[config.mk]
export PLATFORM = sky130hd
export DESIGN_NAME = param_seq_det
export DESIGN_NICKNAME = d
export VERILOG_FILES = /design/src/rtl/param_seq_det.sv
export SDC_FILE = /design/constraint.sdc
export NUM_CORES = 1
export LEC_CHECK = 0
export ABC_AREA = 1
export CORE_MARGIN = 1.5
export CORE_UTILIZATION = 56
export CTS_BUF_LIST = sky130_fd_sc_hd__clkbuf_4 sky130_fd_sc_hd__clkbuf_8
export CTS_CLUSTER_SIZE = 25
export DETAILED_ROUTE_END_ITERATION = 10
export GPL_TIMING_DRIVEN = 0
export PLACE_DENSITY = 0.92
export SLEW_MARGIN = 25
export SYNTH_ARGS = -nofsm -noshare
export SYNTH_HDL_FRONTEND = slang
export SYNTH_SLANG_ARGS = --single-unit
[constraint.sdc]
create_clock -name clk -period 3.8 [get_ports clk]
set_input_delay 0.76 -clock clk [delete_from_list [all_inputs] [get_ports clk]]
set_output_delay 0.76 -clock clk [all_outputs]
set_load 0.05 [all_outputs]
[src/rtl/param_seq_det.sv]
// Parameterised serial pattern detector with a runtime-loadable pattern, length and overlap mode.
// It produces a combinational detect pulse plus a saturating detection counter with a sticky saturation flag.
module param_seq_det #(
  parameter int MAX_LEN = 8,
  parameter int CNT_W   = 8,
  parameter int LEN_W   = 4
) (
  input  logic               clk,
  input  logic               rst_n,
  input  logic               seq_in,
  input  logic               in_valid,
  input  logic               cfg_load,
  input  logic [MAX_LEN-1:0] pattern,
  input  logic [LEN_W-1:0]   pat_len,
  input  logic               overlap,
  input  logic               cnt_clr,
  output logic               det,
  output logic [CNT_W-1:0]   det_cnt,
  output logic               cnt_sat,
  output logic               cfg_err
);

  localparam int FILL_W = $clog2(MAX_LEN + 1);

  typedef enum logic [0:0] {
    ST_UNCFG = 1'b0,
    ST_ARMED = 1'b1
  } state_t;

  // Bit i is set when bit i of the history takes part in the comparison.
  function automatic logic [MAX_LEN-1:0] len_mask(input logic [LEN_W-1:0] len);
    logic [MAX_LEN-1:0] m;
    m = '0;
    for (int i = 0; i < MAX_LEN; i++) begin
      m[i] = (i < int'(len));
    end
    return m;
  endfunction

  function automatic logic len_bad(input logic [LEN_W-1:0] len);
    return (int'(len) < 2) || (int'(len) > MAX_LEN);
  endfunction

  state_t             state_q,   state_d;
  logic [MAX_LEN-1:0] hist_q,    hist_d;
  logic [FILL_W-1:0]  fill_q,    fill_d;
  logic [MAX_LEN-1:0] cfg_pat_q, cfg_pat_d;
  logic [LEN_W-1:0]   cfg_len_q, cfg_len_d;
  logic               cfg_ovl_q, cfg_ovl_d;
  logic               cfg_err_q, cfg_err_d;
  logic [CNT_W-1:0]   cnt_q,     cnt_d;
  logic               sat_q,     sat_d;

  logic [MAX_LEN-1:0] hist_nxt_s;
  logic [FILL_W-1:0]  fill_nxt_s;
  logic               accept_s;
  logic               match_s;

  // Shift/fill look-ahead, match evaluation and next-state for all registers.
  always_comb begin
    state_d   = state_q;
    hist_d    = hist_q;
    fill_d    = fill_q;
    cfg_pat_d = cfg_pat_q;
    cfg_len_d = cfg_len_q;
    cfg_ovl_d = cfg_ovl_q;
    cfg_err_d = cfg_err_q;
    cnt_d     = cnt_q;
    sat_d     = sat_q;

    accept_s   = in_valid & ~cfg_load;
    hist_nxt_s = (hist_q << 1) | {{(MAX_LEN-1){1'b0}}, seq_in};
    if (fill_q == FILL_W'(MAX_LEN)) begin
      fill_nxt_s = fill_q;
    end else begin
      fill_nxt_s = fill_q + {{(FILL_W-1){1'b0}}, 1'b1};
    end

    match_s = accept_s & ~cfg_err_q & (state_q == ST_ARMED)
            & (int'(fill_nxt_s) >= int'(cfg_len_q))
            & (((hist_nxt_s ^ cfg_pat_q) & len_mask(cfg_len_q)) == '0);

    case (state_q)
      ST_UNCFG: state_d = cfg_load ? ST_ARMED : ST_UNCFG;
      ST_ARMED: state_d = ST_ARMED;
      default:  state_d = ST_UNCFG;
    endcase

    if (cfg_load) begin
      cfg_pat_d = pattern;
      cfg_len_d = pat_len;
      cfg_ovl_d = overlap;
      cfg_err_d = len_bad(pat_len);
      hist_d    = '0;
      fill_d    = '0;
    end else if (in_valid) begin
      hist_d = hist_nxt_s;
      // Non-overlapping mode restarts the window so the next hit needs fresh bits.
      fill_d = (match_s && !cfg_ovl_q) ? '0 : fill_nxt_s;
    end else begin
      hist_d = hist_q;
      fill_d = fill_q;
    end

    if (cnt_clr) begin
      cnt_d = '0;
      sat_d = 1'b0;
    end else if (match_s) begin
      if (&cnt_q) begin
        cnt_d = cnt_q;
        sat_d = 1'b1;
      end else begin
        cnt_d = cnt_q + {{(CNT_W-1){1'b0}}, 1'b1};
        sat_d = sat_q;
      end
    end else begin
      cnt_d = cnt_q;
      sat_d = sat_q;
    end
  end

  // State, history, configuration and counter registers.
  always_ff @(posedge clk or negedge rst_n) begin
    if (!rst_n) begin
      state_q   <= ST_UNCFG;
      hist_q    <= '0;
      fill_q    <= '0;
      cfg_pat_q <= '0;
      cfg_len_q <= '0;
      cfg_ovl_q <= 1'b0;
      cfg_err_q <= 1'b1;
      cnt_q     <= '0;
      sat_q     <= 1'b0;
    end else begin
      state_q   <= state_d;
      hist_q    <= hist_d;
      fill_q    <= fill_d;
      cfg_pat_q <= cfg_pat_d;
      cfg_len_q <= cfg_len_d;
      cfg_ovl_q <= cfg_ovl_d;
      cfg_err_q <= cfg_err_d;
      cnt_q     <= cnt_d;
      sat_q     <= sat_d;
    end
  end

  assign det     = match_s;
  assign det_cnt = cnt_q;
  assign cnt_sat = sat_q;
  assign cfg_err = cfg_err_q;

endmodule

-- Yosys cells after proc, flatten, opt, wreduce, memory -nomap -nowiden
Cells that the tools add are included.
- add/subtract/negate cells: 2
- multiply operators: 0
- div/mod/pow operators: 0
- order comparisons: 11
- eq/ne operators: 2
- shifts and indexed selects: 0
- multiplexer cells: 14
- bitwise logic cells: 11
- reduce and logical (&&, ||, !) cells: 10
- operator list (operator ; count):
    8-bit two-way mux ; 3
    3-bit by 4-bit less-than comparator with 1-bit output (first input constant) ; 4
    4-bit two-way mux ; 4
    7-bit two-way mux ; 2
    8-bit by 1-bit adder with 8-bit output (second input constant) ; 1
    8-bit bitwise AND ; 1
    8-bit logical NOT ; 1
    1-bit by 4-bit less-than comparator with 1-bit output (first input constant) ; 2
    2-bit by 4-bit less-than comparator with 1-bit output (first input constant) ; 2
    8-bit by 1-bit bitwise OR with 8-bit output ; 1
    8-bit AND reduction ; 1
    8-bit XOR ; 1
    2-bit nonzero test ; 3
    1-bit bitwise AND ; 5
    4-bit by 1-bit adder with 4-bit output (second input constant) ; 1
    4-bit == test (second input constant) ; 1
    4-bit greater-or-equal comparator ; 1
    4-bit greater-than comparator (second input constant) ; 1
    4-bit by 2-bit less-than comparator with 1-bit output (second input constant) ; 1
    1-bit two-way mux ; 4
    2-bit AND reduction ; 2
    1-bit inverter ; 3
    2-bit inequality test (second input constant) ; 1
    1-bit case mux with 2 select lines ; 1
    other kinds (3) ; 3
- flip-flop bits (word level): 35
- latch bits: 0
- RAM bits: 0
- bits in read-only memories: 0
- input bits: 19
- output and inout bits: 11
- logic and storage cells: 59
- memories: 0

-- Longest topological paths before layout
Gate-level depths: netlist of run 1.
- depth in word-level cells: 10
- mapped depth: 15
- depth with buffers taken out: 15

-- Least setup slack after synthesis of run 1
Ideal clock, no wire load.
- path type: reg-to-output
- start: reg fill_q[0]
- end: out det
- arrival time: 1.848 ns
- data required time: 3.040 ns
- slack: 1.192 ns
- cell stages (with the launch flop): 12
- path buffers: 0
- path through: dfrtp_1 inv_1 ha_1 nand2_1 nand3_1 o21ai_0 ha_1 nand2_1 inv_1 o21ai_0 nand3_1 and3_1
- word-level cells in the longest chain between the ends: 5
- RTL lines (what ; line ; source):
    from (decl) ; 46 ; logic [FILL_W-1:0] fill_q, fill_d;
    from (signal assigned) ; 137 ; fill_q <= fill_d;
    4-bit by 1-bit adder with 4-bit output / 4-bit == test (equally long branches) ; 76, 73 ;
    4-bit two-way mux (*) ; 73 ; if (fill_q == FILL_W'(MAX_LEN)) begin
    4-bit greater-or-equal comparator (*) ; 80 ; & (int'(fill_nxt_s) >= int'(cfg_len_q))
    1-bit bitwise AND (*) ; 80 ;
    1-bit bitwise AND (*) ; 81 ; & (((hist_nxt_s ^ cfg_pat_q) & len_mask(cfg_len_q)) == '0);
    to (decl) ; 17 ; output logic det,
Every way passes the cells marked *; elsewhere a longest branch is shown, timed or not.

-- Worst setup path in the final report of run 1
Ends and elaborated chain as after synthesis.

==> results of run 1 <==
stage by stage:
step                      instances  power, mW
after floorplan                 258     0.4961
after global placement          332     0.5419
after detailed placement        333     0.5503
after CTS                       341     0.8292
after global routing            341     0.8709
final                           341     0.8276
power breakdown:
part           total [mW]  switching, mW  internal, mW
clock network       0.285          0.129         0.156
logic               0.140         0.0855        0.0550
registers           0.402         0.0123         0.390
kinds of logic after synthesis:
logic type | synth area share
flip-flops | 0.4309
buffers and inverters | 0.09465
XOR/XNOR | 0.03872
AND/OR/NAND/NOR | 0.3042
AO/OA/AOI/OAI | 0.08850
adder cells (fa/ha/maj) | 0.04302
path summary, 6_finish.rpt:
check | from | end | slack, ns
min in group clk | cnt_sat | cnt_sat | 0.48
setup reg to reg | fill_q[0] | fill_q[1] | 1.55
hold reg to reg | cnt_sat | cnt_sat | 0.48
setup / recovery | fill_q[0] | det | 0.54
hold / removal | rst_n | det_cnt[3] | 0.34
max in group asynchronous | rst_n | cfg_err | 2.92
cells in the final DEF, fill, tap and decap left out, types with 7 or more instances in the layout:
cell	Yosys	final
o22ai_1	7	7
xor2_1	7	7
nand3_1	20	20
nand2_1	71	71
nand4_1	8	8
clkdlybuf4s50_1	0	26
dfrtp_1	34	34
nor2_1	11	11
inv_1	39	39
o21ai_0	17	17
ha_1	7	7
state kept, by name, summed over array words and instances, names as in the netlist:
register   flops
det_cnt        8
cfg_ovl_q      1
cfg_err        1
hist_q         7
cnt_sat        1
state_q        1
cfg_pat_q      8
cfg_len_q      4
fill_q         4
routing by layer:
metal	vias up	GRT usage	wire length, um
li1	896	-	-
met1	808	0.2934	1801
met2	58	0.3949	1918
met3	5	0.04464	229
met4	0	0.06522	44
met5	-	0	0
repair_timing:
| action | CTS | global route |
|---|---|---|
| gates resized for setup | 0 | 1 |
| setup endpoints to repair | 0 | 1 |
| hold buffers | 0 | 0 |
| endpoints found under the hold margin | 0 | 0 |
critical path: cells and delay by family (launching register included):
| family | cells | cell delay, ns |
|---|---|---|
| DFF | 1 | 0.43 |
| buffers and inverters | 3 | 0.60 |
| adders and majority gates | 2 | 0.45 |
| and+or+nand+nor | 6 | 0.59 |
| AOI/OAI and AO/OA | 1 | 0.11 |
final cells by class:
class / instances / area, um^2
buffer: 6 / 30.03
clock buffer: 6 / 51.30
clock inverter: 2 / 35.03
fill: 274 / 930.9
inverter: 42 / 162.7
multi-input combinational: 175 / 965.9
sequential: 35 / 877.1
tap: 46 / 57.56
timing repair buffer: 29 / 305.3
synth_stat cells:
cell type / n
nand2_1: 71
inv_1: 39
dfrtp_1: 34
nand3_1: 20
o21ai_0: 17
nor2_1: 11
nand4_1: 8
ha_1: 7
o22ai_1: 7
xor2_1: 7
clkbuf_1: 5
nand2_2: 5
o21ai_2: 4
nor2_2: 3
nand2_4: 2
or2_2: 2
xnor2_1: 2
a21oi_1: 1
a31oi_1: 1
and3_1: 1
buf_6: 1
clkinv_1: 1
clkinv_4: 1
dfstp_2: 1
inv_2: 1
nand4_2: 1
nand4_4: 1
nor2_4: 1
nor2_8: 1
nor3_1: 1
o21ai_1: 1
==> metrics.txt, run 1 <==
Final nets=320; antenna violations before repair=0; clock tree buffer depth=2; mean post-synth cell area=7.890 um^2; WHS=0.3391 ns; Setup TNS=0 ns; Critical Path Max Stage Delay=0.43 ns; final setup fails=0; remaining antenna violation count=0; min setup slack post-route=0.5391 ns; post-synthesis sequential area ratio=0.4309; total setup buffers inserted after CTS=0; Hold/Removal Path Class=input pin to asynchronous set/reset pin; clock latency on the worst-skew pair=0.34 ns; Setup crit end kind=output pin; Distinct cells, synth=31; fin util=0.7275; Net Count, Synth=284; R2R depth=15; fin crit period=3.261 ns; share of the synthesized area in the top cell type=0.4179; global route overflow=0; Pwr per Cell Area=333.1 nW/um^2; Post-Syn Instances=258; clock sinks=35; worst-margin pin slew=0.5577 ns; Final Skew=0.01561 ns; f_max=306.7 MHz; RD Place Congestion=0.9020; Clock transition at path regs=0.12 ns; drt first pass iters=4; worst-path cell chain=inv_1, ha_1, nand2_1, nand3_1, o21ai_0, ha_1, nand2_1, inv_1, nand3_1, nand3_1, and3_1, dlymetal6s2s_1; CTS tree=built; CP Data Arrival Time=2.50 ns; DP Worst Slack=0.3197 ns; fraction of layout cells with a size suffix above 1=0.1153; RSZ-0062 raised after global routing=false; Via density=5.182; synthesized area=2036 um^2; CTS root buffer=clkbuf_4; CP max FO=4; DIE AREA=4006 um^2; Ys Warns=0; final-report max-slew violation count=0; largest net degree at the start of global routing=20; post-route cell area=2485 um^2; first-pass GRT wire length=7.258 mm; antenna diode count=0; status=completed; crit share post-route=0.8581; post-DP HPWL=2.978 mm; IO Port Bufs=28; CTS Buf Count=5; initial drt markers=142; Top Ports=30; Leak=1.306 nW; H-tree levels=2; vias in the first global route=1683; Detailed Route WL=3.993 mm; P&R area growth vs syn=22.07%; WP data required=3.04 ns; placed inst area=2396 um^2; Critical-path top delay cell=dfrtp_1; core area=3416 um^2; overall fraction of global-route tracks in use=0.2289; die width=63.29 um; peak supply drop=0.1974 mV; CP dominant cell by count=nand3_1; max-cap check violation count=0; CP Class=flop to output pin; post-synth top area cell=dfrtp_1; Synth Register Bits=35; crit path launch type=flop; DRC errors left=0; largest cells by area after synthesis=dfrtp_1 42%, nand2_1 13%, inv_1 7.2%; FP Rows=21; final hold viol count=0; Max transition margin=0.6282; die height=63.29 um; wire length per cell=11.71 um; routed via count=1767; Starting Density=0.5960
Note: power is estimated with default switching activity, not from simulation.
==> run 2, diff against run 1 <==
Settings changed: ABC_CLOCK_PERIOD_IN_PS set to 3800, CORE_MARGIN 1.5 to not set, HOLD_SLACK_MARGIN set to 0.05.
==> metrics.txt, run 2 (synthesis results as in run 1) <==
Leak=1.294 nW; Critical-path top delay cell=dfrtp_1; antenna diode count=0; Top Ports=30; Fillers=276; fin crit period=3.287 ns; most frequent cells in the layout=71 x nand2_1, 39 x inv_1, 34 x dfrtp_1; global route overflow=0; crit share post-route=0.8651; Clock transition at path regs=0.11 ns; RD Place Congestion=0.8878; Buf+Inv Stages, Crit Path=3; commonest non-fill, non-tap cell in the layout=nand2_1; core area=3416 um^2; Final Skew=0.01043 ns; Setup TNS=0 ns; CTS tree=built; post-DP HPWL=3.140 mm; wire length per cell=12.52 um; status=completed; Switch Pwr=0.2215 mW; f_max=304.2 MHz; Setup crit end kind=output pin; peak supply drop=0.2183 mV; clock tree buffer depth=2; first-pass GRT wire length=7.334 mm; clock sinks=35; DRC errors left=0; H-tree levels=2; Pwr Total=0.7529 mW; WP data required=3.04 ns; combinational share of power=0.188; final setup fails=0; clock latency on the worst-skew pair=0.34 ns; P&R area growth vs syn=20.65%; Clock Power Share=0.277; initial drt markers=92; placed inst area=2396 um^2; crit path launch type=flop; IO Port Bufs=28; sequential power share=0.535; CP Class=flop to output pin; Detailed Route WL=4.269 mm; Pwr per Cell Area=306.5 nW/um^2; die width=62.29 um; overall fraction of global-route tracks in use=0.2402; hold_buf cts=0; max-cap check violation count=0; vias in the first global route=1718; FP Rows=21; fraction of layout cells with a size suffix above 1=0.1153; CP max FO=4; remaining antenna violation count=0; CTS Buf Count=5; Max transition margin=0.6160; DIE AREA=3880 um^2; antenna violations before repair=0; RSZ-0062 raised after global routing=false; routed via count=1796; fin util=0.7190; final hold viol count=0; post-route cell area=2456 um^2; final-report max-slew violation count=0; drt first pass iters=4; worst-margin pin slew=0.5759 ns; Starting Density=0.5960; die height=62.29 um; Critical Path Max Stage Delay=0.43 ns; internal power=0.5314 mW; CTS root buffer=clkbuf_4; Sw Ratio=0.2942; largest net degree at the start of global routing=20; Hold/Removal Path Class=input pin to asynchronous set/reset pin; worst-path cell chain=inv_1, ha_1, nand2_1, nand3_1, o21ai_0, ha_1, nand2_1, inv_1, o21ai_0, nand3_1, and3_1, dlymetal6s2s_1; Via density=5.267; CP Data Arrival Time=2.53 ns; Top Family by Delay on Critical Path=buffers and inverters; WHS=0.3454 ns; Final nets=320
## run 2: cell count changes in the layout (fill, tap and decap cells not counted), sizes merged
cell | previous run | this run
bufinv | 1 | 0
clkbuf | 11 | 12
## run 2: power groups by stage
stage / Combinational (mW) / Clock, mW / Sequential (mW)
4_1_cts: 0.142 / 0.210 / 0.403
3_3_place_gp: 0.133 / 0 / 0.408
6_report: 0.141 / 0.209 / 0.403
5_1_grt: 0.160 / 0.226 / 0.405
3_5_place_dp: 0.142 / 0 / 0.410
2_1_floorplan: 0.0852 / 0 / 0.411
## run 2: routing by layer
metal | global-route usage | up-vias | routed length (um)
met3 | 0.05147 | 12 | 165
met2 | 0.4011 | 50 | 2091
met4 | 0.1134 | 0 | 95
met5 | 0 | - | 0
li1 | - | 894 | -
met1 | 0.2958 | 840 | 1917
## run 2: layout make-up
| cell class | instances | area, um^2 | share of cell area |
|---|---|---|---|
| plain buffers | 6 | 30.03 | 0.01223 |
| clock inverters | 1 | 5.005 | 0.002038 |
| clock buffers | 7 | 52.55 | 0.02140 |
| inverters | 42 | 162.7 | 0.06623 |
| well taps | 46 | 57.56 | 0.02343 |
| repair buffers | 29 | 305.3 | 0.1243 |
| flip-flops and latches | 35 | 877.1 | 0.3571 |
| multi-input cells | 175 | 965.9 | 0.3933 |
## run 2: path summary, 6_finish.rpt
path | from | endpoint | slack [ns] | depth (start not counted)
max | fill_q[0] | det | 0.51 | 12
min reg2reg | state_q | state_q | 0.49 | 1
max reg2reg | fill_q[0] | fill_q[1] | 1.52 | 15
max in group asynchronous | rst_n | cfg_err | 2.92 | 2
min | rst_n | cfg_pat_q[7] | 0.35 | 1
min in group clk | state_q | state_q | 0.49 | 1
## run 2: what timing repair did
action | CTS | global route
resized for setup | 0 | 1
setup buffers | 0 | 0
endpoints found under the setup margin | 0 | 1
## run 2: worst reg2reg max path: cells and delay by family (launching register included)
| kind | cells | cell delay, ns |
|---|---|---|
| and+or+nand+nor | 8 | 0.88 |
| adders and majority gates | 2 | 0.45 |
| DFF | 1 | 0.43 |
| AOI/OAI and AO/OA | 3 | 0.23 |
| buffers and inverters | 2 | 0.17 |
## run 2: stage by stage
stage | cells | setup WS (ns)
finish | 341 | 0.5126
global route | 341 | 0.3025
CTS | 341 | 0.1266
detailed placement | 333 | 0.3388
global placement | 332 | 0.3581
floorplan | 258 | 1.192
==> run 3, diff against run 2 <==
--- a/config.mk
+++ b/config.mk
@@ -8,4 +8,5 @@
 export ABC_AREA = 1
 export ABC_CLOCK_PERIOD_IN_PS = 3800
+export CAP_MARGIN = 0
 export CORE_UTILIZATION = 56
 export CTS_BUF_LIST = sky130_fd_sc_hd__clkbuf_4 sky130_fd_sc_hd__clkbuf_8
==> constraint.sdc (replaced) <==
create_clock -name clk -period 3.8 [get_ports clk]
set_input_delay 0.76 -clock clk [delete_from_list [all_inputs] [get_ports clk]]
set_output_delay 0.76 -clock clk [all_outputs]
set_load 0.1 [all_outputs]
==> metrics.txt, run 3 (synthesis results as in run 1) <==
most frequent cells in the layout=71 x nand2_1, 39 x inv_1, 34 x dfrtp_1; met1 WL=1.886 mm; WL met3=204 um; register area=877.1 um^2; CP Data Arrival Time=2.55 ns; uppermost layer routed=met4; Top Family by Delay on Critical Path=buffers and inverters; final hold viol count=0; multi-input logic area=965.9 um^2; DRC errors left=0; f_max=301.8 MHz; drt first pass iters=4; peak supply drop=0.2175 mV; DP Worst Slack=0.006885 ns; CTS root buffer=clkbuf_4; crit path launch type=flop; die width=62.29 um; RSZ-0062 raised after global routing=false; IO Port Bufs=28; antenna violations before repair=0; WP data required=3.04 ns; worst-margin pin slew=0.9609 ns; status=completed; internal power=0.5313 mW; P&R area growth vs syn=20.28%; hold_buf cts=0; Top Ports=30; Critical Path Max Stage Delay=0.46 ns; R2R depth=15; Detailed Route WL=4.240 mm; H-tree levels=2; Final Skew=0.01058 ns; Leak=1.276 nW; Via density=5.273; worst-path cell chain=inv_1, ha_1, nand2_1, nand3_1, o21ai_0, ha_1, nand2_1, inv_1, o21ai_0, nand3_1, and3_1, clkbuf_2; final-report max-slew violation count=0; fraction of layout cells with a size suffix above 1=0.1186; Fillers=276; antenna diode count=0; CTS Buf Count=5; Clock Power Share=0.276; global route overflow=0; Final nets=320; Hold/Removal Path Class=input pin to asynchronous set/reset pin; R2R Path Start=fill_q[0]; wire length on met2=2.045 mm; CP max FO=4; commonest non-fill, non-tap cell in the layout=nand2_1; clock tree buffer depth=2; DIE AREA=3880 um^2; max-cap check violation count=0; Max transition margin=0.3574; final setup fails=0; CTS tree=built; Setup crit end kind=output pin; core area=3416 um^2; Clock transition at path regs=0.10 ns; sequential power share=0.531; first-pass GRT wire length=7.334 mm; initial drt markers=99; routed via count=1798; wire length per cell=12.43 um; Buf+Inv Stages, Crit Path=3; largest net degree at the start of global routing=20; Pwr per Cell Area=309.8 nW/um^2; clock latency on the worst-skew pair=0.34 ns; RR Endpoint=fill_q[1]; fin crit period=3.313 ns; Critical-path top delay cell=clkbuf_2; post-DP HPWL=3.140 mm; min setup slack post-route=0.4869 ns; die height=62.29 um; FP Rows=21; Sw Ratio=0.2997; r2r setup slk=1.53 ns; clock sinks=35; Switch Pwr=0.2274 mW; Setup TNS=0 ns; vias in the first global route=1718; remaining antenna violation count=0; combinational share of power=0.193; CP Class=flop to output pin; overall fraction of global-route tracks in use=0.2402; crit share post-route=0.8719; Starting Density=0.5960; RD Place Congestion=0.8878
## run 3: worst max path at each step
stage,depth (start not counted),startpoint,to
finish,12,fill_q[0],det
global route,12,fill_q[0],det
CTS,12,fill_q[0],det
detailed placement,9,seq_in,det
global placement,9,seq_in,det
floorplan,11,fill_q[0],det
## run 3: layout make-up
type                    instances  share of cell area
clock buffers                   7             0.02146
well taps                      46             0.02351
multi-input cells             175              0.3945
repair buffers                 29              0.1216
flip-flops and latches         35              0.3582
plain buffers                   6             0.01226
clock inverters                 1            0.002044
inverters                      42             0.06643
## run 3: what timing repair did
action,CTS,global route
hold endpoints to repair,0,0
buffers inserted,0,0
resized for setup,1,2
endpoints found under the setup margin,1,1
## run 3: metal layers
layer	vias to the layer above	global-route usage
li1	894	-
met4	0	0.1134
met2	60	0.4011
met5	-	0
met3	13	0.05147
met1	831	0.2958
## run 3: metrics by stage
step | cells | instance area [um^2] | util | power (mW) | hold WS [ns]
after floorplan | 258 | 2036 | - | 0.5015 | 0.4372
after global placement | 332 | 2374 | 0.6949 | 0.5469 | 0.4598
after detailed placement | 333 | 2396 | 0.7015 | 0.5563 | 0.4635
after CTS | 341 | 2452 | 0.7179 | 0.7597 | 0.3550
after global routing | 341 | 2449 | 0.7169 | 0.7951 | 0.3614
final | 341 | 2449 | 0.7169 | 0.7586 | 0.3420
## run 3: worst reg2reg max path, stage by stage (launching register included)
cell and delay, ns:
dfrtp_1 0.43, inv_1 0.11, ha_1 0.15, nand2_1 0.07, nand3_1 0.07, o21ai_0 0.11
ha_1 0.30, nand2_1 0.05, inv_1 0.06, o21ai_0 0.08, nand3_1 0.14, nand2_1 0.15
nor2_8 0.22, nand2_4 0.10, nand2_2 0.07, o21ai_2 0.04
## run 3: power groups by stage
stage | registers [mW] | clock network, mW | logic, mW
floorplan | 0.416 | 0 | 0.0856
global placement | 0.408 | 0 | 0.138
detailed placement | 0.410 | 0 | 0.147
CTS | 0.403 | 0.210 | 0.148
global route | 0.405 | 0.226 | 0.165
finish | 0.403 | 0.209 | 0.147
